==> src/rtl/bm_memory_seq_pkg.sv <==
// Shared definitions for the memory BIST sequencer: state encoding and default geometry.
package bm_memory_seq_pkg;

    localparam int DEF_DATA_WIDTH = 8;
    localparam int DEF_ADDR_WIDTH = 2;
    localparam int WORD_COUNT     = 2 ** DEF_ADDR_WIDTH;

    typedef enum logic [2:0] {
        IDLE  = 3'd0,
        WRITE = 3'd1,
        READ  = 3'd2,
        DRAIN = 3'd3,
        DONE  = 3'd4
    } state_t;

endpackage

==> src/rtl/bm_memory_check_stage.sv <==
// Compare pipeline: aligns each issued read with the memory's registered output
// and accumulates the mismatch count and the first failing address.
module bm_memory_check_stage
    import bm_memory_seq_pkg::*;
#(
    parameter int DATA_WIDTH = DEF_DATA_WIDTH,
    parameter int ADDR_WIDTH = DEF_ADDR_WIDTH
) (
    input  logic                  clock,
    input  logic                  reset,
    input  logic                  clear,
    input  logic                  issue_valid,
    input  logic [ADDR_WIDTH-1:0] issue_addr,
    input  logic [DATA_WIDTH-1:0] issue_exp,
    input  logic [DATA_WIDTH-1:0] mem_value_out,
    output logic [ADDR_WIDTH:0]   error_count,
    output logic [ADDR_WIDTH-1:0] fail_address
);

    logic                  chk_valid_q, chk_valid_d;
    logic [ADDR_WIDTH-1:0] chk_addr_q, chk_addr_d;
    logic [DATA_WIDTH-1:0] chk_exp_q, chk_exp_d;
    logic [ADDR_WIDTH:0]   err_q, err_d;
    logic [ADDR_WIDTH-1:0] fail_addr_q, fail_addr_d;
    logic                  seen_fail_q, seen_fail_d;
    logic                  mismatch;

    assign mismatch     = chk_valid_q && (mem_value_out != chk_exp_q);
    assign error_count  = err_q;
    assign fail_address = fail_addr_q;

    always_comb begin
        chk_valid_d = issue_valid;
        chk_addr_d  = issue_valid ? issue_addr : '0;
        chk_exp_d   = issue_valid ? issue_exp : '0;
        err_d       = err_q;
        fail_addr_d = fail_addr_q;
        seen_fail_d = seen_fail_q;
        if (clear) begin
            err_d       = '0;
            fail_addr_d = '0;
            seen_fail_d = 1'b0;
        end else if (mismatch) begin
            err_d = err_q + (ADDR_WIDTH + 1)'(1);
            // Only the earliest failing address is kept
            if (!seen_fail_q) begin
                fail_addr_d = chk_addr_q;
                seen_fail_d = 1'b1;
            end
        end
    end

    always_ff @(posedge clock) begin
        if (reset) begin
            chk_valid_q <= 1'b0;
            chk_addr_q  <= '0;
            chk_exp_q   <= '0;
            err_q       <= '0;
            fail_addr_q <= '0;
            seen_fail_q <= 1'b0;
        end else begin
            chk_valid_q <= chk_valid_d;
            chk_addr_q  <= chk_addr_d;
            chk_exp_q   <= chk_exp_d;
            err_q       <= err_d;
            fail_addr_q <= fail_addr_d;
            seen_fail_q <= seen_fail_d;
        end
    end

endmodule

==> src/rtl/bm_memory_sequencer.sv <==
// BIST initiator: writes seed+addr into every word, reads all words back through
// the check stage, and reports pass/fail for the run.
module bm_memory_sequencer
    import bm_memory_seq_pkg::*;
#(
    parameter int DATA_WIDTH = DEF_DATA_WIDTH,
    parameter int ADDR_WIDTH = DEF_ADDR_WIDTH
) (
    input  logic                  clock,
    input  logic                  reset,
    input  logic                  start,
    input  logic [DATA_WIDTH-1:0] seed,
    output logic                  mem_we,
    output logic [ADDR_WIDTH-1:0] mem_address_in,
    output logic [DATA_WIDTH-1:0] mem_value_in,
    output logic [ADDR_WIDTH-1:0] mem_address_out,
    input  logic [DATA_WIDTH-1:0] mem_value_out,
    output logic                  busy,
    output logic                  done,
    output logic                  pass,
    output logic [ADDR_WIDTH:0]   error_count,
    output logic [ADDR_WIDTH-1:0] fail_address
);

    state_t                state_q, state_d;
    logic [ADDR_WIDTH-1:0] cnt_q, cnt_d;
    logic [DATA_WIDTH-1:0] seed_q, seed_d;
    logic                  pass_q, pass_d;
    logic                  clear;
    logic                  issue_valid;
    logic [DATA_WIDTH-1:0] pattern;
    logic                  cnt_last;

    // Expected word for the current counter value, shared by write and read phases
    assign pattern  = seed_q + DATA_WIDTH'(cnt_q);
    assign cnt_last = (cnt_q == '1);

    always_comb begin
        state_d         = state_q;
        cnt_d           = cnt_q;
        seed_d          = seed_q;
        pass_d          = pass_q;
        clear           = 1'b0;
        issue_valid     = 1'b0;
        mem_we          = 1'b0;
        mem_address_in  = '0;
        mem_value_in    = '0;
        mem_address_out = '0;
        done            = 1'b0;
        case (state_q)
            IDLE: begin
                if (start) begin
                    state_d = WRITE;
                    cnt_d   = '0;
                    seed_d  = seed;
                    pass_d  = 1'b0;
                    clear   = 1'b1;
                end
            end
            WRITE: begin
                mem_we         = 1'b1;
                mem_address_in = cnt_q;
                mem_value_in   = pattern;
                cnt_d          = cnt_q + ADDR_WIDTH'(1);
                if (cnt_last) begin
                    state_d = READ;
                    cnt_d   = '0;
                end
            end
            READ: begin
                mem_address_out = cnt_q;
                issue_valid     = 1'b1;
                cnt_d           = cnt_q + ADDR_WIDTH'(1);
                if (cnt_last) begin
                    state_d = DRAIN;
                    cnt_d   = '0;
                end
            end
            DRAIN: begin
                state_d = DONE;
            end
            DONE: begin
                done    = 1'b1;
                pass_d  = (error_count == '0);
                state_d = IDLE;
            end
            default: begin
                state_d = IDLE;
            end
        endcase
    end

    always_ff @(posedge clock) begin
        if (reset) begin
            state_q <= IDLE;
            cnt_q   <= '0;
            seed_q  <= '0;
            pass_q  <= 1'b0;
        end else begin
            state_q <= state_d;
            cnt_q   <= cnt_d;
            seed_q  <= seed_d;
            pass_q  <= pass_d;
        end
    end

    assign busy = (state_q != IDLE);
    assign pass = pass_q;

    bm_memory_check_stage #(
        .DATA_WIDTH(DATA_WIDTH),
        .ADDR_WIDTH(ADDR_WIDTH)
    ) u_check (
        .clock        (clock),
        .reset        (reset),
        .clear        (clear),
        .issue_valid  (issue_valid),
        .issue_addr   (cnt_q),
        .issue_exp    (pattern),
        .mem_value_out(mem_value_out),
        .error_count  (error_count),
        .fail_address (fail_address)
    );

endmodule

==> config.mk <==
export PLATFORM = sky130hd
export DESIGN_NAME = bm_memory_sequencer
export DESIGN_NICKNAME = d
export VERILOG_FILES = /design/src/rtl/bm_memory_seq_pkg.sv /design/src/rtl/bm_memory_check_stage.sv /design/src/rtl/bm_memory_sequencer.sv
export SDC_FILE = /design/constraint.sdc
export NUM_CORES = 1
export LEC_CHECK = 0
export CAP_MARGIN = 15
export CORE_MARGIN = 2
export CORE_UTILIZATION = 35
export DETAILED_ROUTE_END_ITERATION = 10
export SYNTH_ARGS = -nofsm -noshare
export SYNTH_HDL_FRONTEND = slang
export SYNTH_SLANG_ARGS = --single-unit
export TNS_END_PERCENT = 50
==> constraint.sdc <==
create_clock -name clock -period 4.4 [get_ports clock]
set_clock_uncertainty 0.2 [all_clocks]
set_input_delay 1.1 -clock clock [delete_from_list [all_inputs] [get_ports clock]]
set_output_delay 1.1 -clock clock [all_outputs]
set_load 0.005 [all_outputs]
# After elaboration in Yosys (flattened, before gate mapping)
# Cells that the tools add are included.
# totals
regBits	31
out_inout_bits	21
elab_cells	55
# classes
add_sub_neg	3
reduce_logical	14
n_eq_ne	9
n_bitwise	2
muxes	17
# ops
operator	count
$pmux W3 S4	1
$mux W3	3
$add A8 B2 Y8	1
$mux W2	4
$mux W8	1
$ne A8 B8 Y1	1
$reduce_and A2 Y1	4
$eq A3 B2 Y1 const B	2
$logic_not A3 Y1	2
$mux W1	6
$ne A2 B2 Y1 const B	3
$reduce_or A2 Y1	3
$pmux W2 S2	1
$reduce_bool A2 Y1	2
$add A3 B1 Y3 const B	1
$eq A3 B1 Y1 const B	1
$eq A3 B3 Y1 const B	1
$reduce_and A3 Y1	1
$reduce_bool A3 Y1	1
$add A2 B1 Y2 const B	1
$eq A2 B2 Y1 const B	1
$not A1 Y1	2
$pmux W1 S2	1
$logic_and A1 B1 Y1	1

# Logic depth before layout (Yosys ltp)
# logic_depth
word_depth	4
mapped_depth	6
ltp_nobuf	5

# By module
# From an unflattened synthesis, not the netlist that was laid out.
# hier_totals
hier_cells	174
area_unflattened_um2	1524.0
# by_module_without_submodules
module	seq_area_each_um2	cells_per_inst	instances	area_each_um2
bm_memory_sequencer	280.3	112	1	872.1
bm_memory_check_stage	340.3	62	1	651.9

# Worst setup path after synthesis
# No wires, ideal clock.
# synth_timing
path_type	register to output
startpoint	register cnt_q[0]
endpoint	output port mem_value_in[4]
t_arrival_ns	1.304
stages_incl_launch_ff	6
path_slack_ns	1.796
t_required_ns	3.100
cell_sequence	dfxtp_1 > ha_1 > fa_1 > nand3_1 > xor2_1 > nor2_1
# synth_between
elab_chain_len	2
# synth_lines
element	line_no	source
from (decl)	bm_memory_sequencer.sv:26	logic [ADDR_WIDTH-1:0] cnt_q, cnt_d;
from (signal assigned)	bm_memory_sequencer.sv:101	cnt_q <= cnt_d;
$add A8 B2 Y8	bm_memory_sequencer.sv:35	assign pattern = seed_q + DATA_WIDTH'(cnt_q);
$mux W8	bm_memory_sequencer.sv:50	case (state_q)
to (decl)	bm_memory_sequencer.sv:15	output logic [DATA_WIDTH-1:0] mem_value_in,
# Every way passes these cells.

# Worst setup path in the final report
# Same ends and word-level chain as after synthesis.

==> qor.txt <==
Std-Cell Rows = 23
Worst hold path class = flop to flop
Clk sinks = 31
# IOs = 40
RD Place Congestion = 0.794
Placed cell count = 254
Die height = 69.9 um
Multi-input combinational cell area = 836 sq um
Reg2reg start = cnt_q[0]$_SDFFE_PP0P_
RSZ-0062 raised after global routing = no
GR Overflow Total = 0
Diode count = 0
Max VDD drop = 194 uV
Worst path max stage delay = 440 ps
Largest fanout on the critical path = 6
Final Non-Filler Cells = 261
Area occupied by registers = 621 sq um
Share of cells above drive strength 1 = 8.06%
Total CTS buffers = 5
ANT nets after route = 0
Area of the core = 0.00409 sq mm
TNS Setup = 0 ps
Critical Path Start = cnt_q[0]$_SDFFE_PP0P_
PwrDens = 292 mW/mm^2
Library cells used by synthesis = 38
Startpoint Class = flop
TritonCTS clock tree = built
Die Wd = 69.9 um
Post-DP Area = 0.00193 sq mm
Worst Max-Slew Pin Slew = 686 ps
DRC Markers = 0
Layout area overhead = 32.6%
EDFF count, synth = 0
Final setup vio count = 0
PortBufs = 39
Outcome = finished clean
Via count = 1254
Post-CTS setup buffer count = 0
Fmax = 291 MHz
Worst setup EP type = output pin
Post-synthesis sequential area ratio = 40.8%
Final Max Tran Viols = 0
Mean post-synth cell area = 8.84 sq um
Data required time at the worst endpoint = 3100 ps
First DRT Iteration DRCs = 36
H-tree levels = 2
Final period utilization = 78.1%
# fillers = 388
Yosys reg bits = 31
Critical Path AT = 2130 ps
Synth cell count leaders = 31 x dfxtp_1, 31 x nand2_1, 15 x nor2_1
Yosys warnings = 0
Fin. Hold Viols = 0
Mapped Nets = 197
Top-area cell type share of the netlist area = 40.8%
Initial antenna violation count = 0
Nets = 236
Final Cell Area = 0.00202 sq mm
HPWL after detailed placement = 2510 um
Max-cap viol count = 0
Synth top area cells = dfxtp_1 41%, nand2_1 7.7%, xor2_1 7.5%
Root Buffer = clkbuf_8
Max-slew headroom = 54.1%
Post_cts resized = 0
Post-layout util = 49.3%
Lkg Pwr = 0.000768 uW
Synth Cell Area = 0.00152 sq mm
R2R Setup Slk = 2650 ps
Cells along the critical path = ha_1 -> fa_1 -> nand3_1 -> xor2_1 -> nor2_1 -> clkdlybuf4s50_1
FF-to-FF End = u_check.chk_exp_q[4]$_SDFF_PP0_
GRT Util Overall = 14.1%
Cell taking the most area after synthesis = dfxtp_1
Mapped Cells = 172
Clock Latency Late Sink = 280 ps
R2R depth = 5
DRT Pass-1 Iters = 4
Vias per std cell = 4.80
Final min period = 3430 ps
First-pass GRT wire length = 5380 um
Vias in the first global route = 1190
Top FF cell, synth = dfxtp_1
Post-CTS Hold Buffers = 0
Setup CP Type = flop to output pin
CP max-delay cell = clkdlybuf4s50_1
Async set or reset register ratio after synthesis = 0%
CP Capture Point = mem_value_in[4]
Die area = 0.00489 sq mm
CTS Buffer Depth = 2
Effective utilization at floorplan = 37.2%
Largest net degree at the start of global routing = 18
WL final = 3230 um
Clock Pin Slew Worst Setup and Hold Paths = 60 ps
DR WL/cell = 12.4 um
## where the power goes
| group | internal, uW | switching, uW |
|---|---|---|
| sequential | 287 | 10.1 |
| clock | 122 | 98.5 |
| combinational | 39.1 | 30.4 |
| total | 449 | 139 |
## logic make-up after synthesis
kind of cell,after synthesis,synth area share [%]
flip-flops,31,40.8
XOR/XNOR,14,8.07
AO/OA/AOI/OAI,20,7.65
multiplexers,6,4.03
AND/OR/NAND/NOR,83,29.8
buffers and inverters,12,4.20
adder cells (fa/ha/maj),6,5.43
## stage by stage
stage                     worst slack, ps  hold WS, ps  total power [uW]
final                                 966          250               588
after global placement               1310          235               371
after detailed placement             1260          250               374
after CTS                             947          258               596
after floorplan                      1800          223               339
after global routing                  838          282               618
## placed cells by master (no fill, tap or decap), types with 2 or more instances in the layout
| master | netlist | routed |
|---|---|---|
| nand3b_1 | 5 | 5 |
| nor2_1 | 15 | 15 |
| nor3_1 | 3 | 3 |
| mux2i_1 | 5 | 5 |
| nor3b_1 | 2 | 2 |
| inv_2 | 2 | 2 |
| and2_1 | 9 | 9 |
| xor2_1 | 13 | 13 |
| inv_1 | 3 | 3 |
| dfxtp_1 | 31 | 31 |
| ha_1 | 5 | 5 |
| a211oi_1 | 2 | 2 |
| clkbuf_8 | 0 | 6 |
| o21ai_0 | 2 | 2 |
| nor4_2 | 2 | 2 |
| nand2_1 | 31 | 31 |
| or3_1 | 2 | 2 |
| clkdlybuf4s50_1 | 0 | 39 |
| nand3_1 | 2 | 2 |
| nand2b_1 | 4 | 4 |
| a21oi_1 | 12 | 12 |
## area by class of cell
class / count / share of cell area, %
multi-input cells: 129 / 41.5
repair buffers: 39 / 19.4
clock inverters: 1 / 0.248
flip-flops and latches: 31 / 30.8
well taps: 50 / 3.10
clock buffers: 6 / 4.10
inverters: 5 / 0.931
## worst min path at each step
stage	start	to	slack, ps	cells past startpoint
2_1_floorplan	u_check.chk_addr_q[0]$_SDFF_PP0_	u_check.fail_address[0]$_SDFFE_PP0P_	220	2
3_3_place_gp	u_check.chk_addr_q[1]$_SDFF_PP0_	u_check.fail_address[1]$_SDFFE_PP0P_	230	2
3_5_place_dp	u_check.chk_addr_q[0]$_SDFF_PP0_	u_check.fail_address[0]$_SDFFE_PP0P_	250	2
4_1_cts	u_check.chk_addr_q[0]$_SDFF_PP0_	u_check.fail_address[0]$_SDFFE_PP0P_	260	2
5_1_grt	u_check.seen_fail_q$_SDFFE_PP0P_	u_check.seen_fail_q$_SDFFE_PP0P_	280	1
6_report	u_check.chk_addr_q[0]$_SDFF_PP0_	u_check.fail_address[0]$_SDFFE_PP0P_	250	2
## metal layers
layer / part of all wire, % / wire length [um] / global-route usage [%] / vias up
met5: 0 / 0 / 0 / -
met3: 5.0 / 160 / 5.05 / 6
met4: 2.1 / 69 / 7.05 / 0
met1: 46 / 1500 / 16.6 / 573
met2: 46 / 1500 / 22.5 / 28
li1: - / - / - / 647
## sequential cells by signal, indices dropped and copies added, names as in the netlist
register	count
u_check.chk_exp_q	8
state_q	3
seed_q	8
u_check.chk_valid_q	1
u_check.seen_fail_q	1
cnt_q	2
u_check.chk_addr_q	2
u_check.error_count	3
pass	1
u_check.fail_address	2
## worst max-delay path: cells and delay by family, from the launching register on
kind / cells / cell delay [ps]
XOR/XNOR: 1 / 190
adder cells (fa/ha/maj): 2 / 660
buffers and inverters: 1 / 440
flip-flops: 1 / 360
AND/OR/NAND/NOR: 2 / 190
Power figures use the tool's default switching activity.
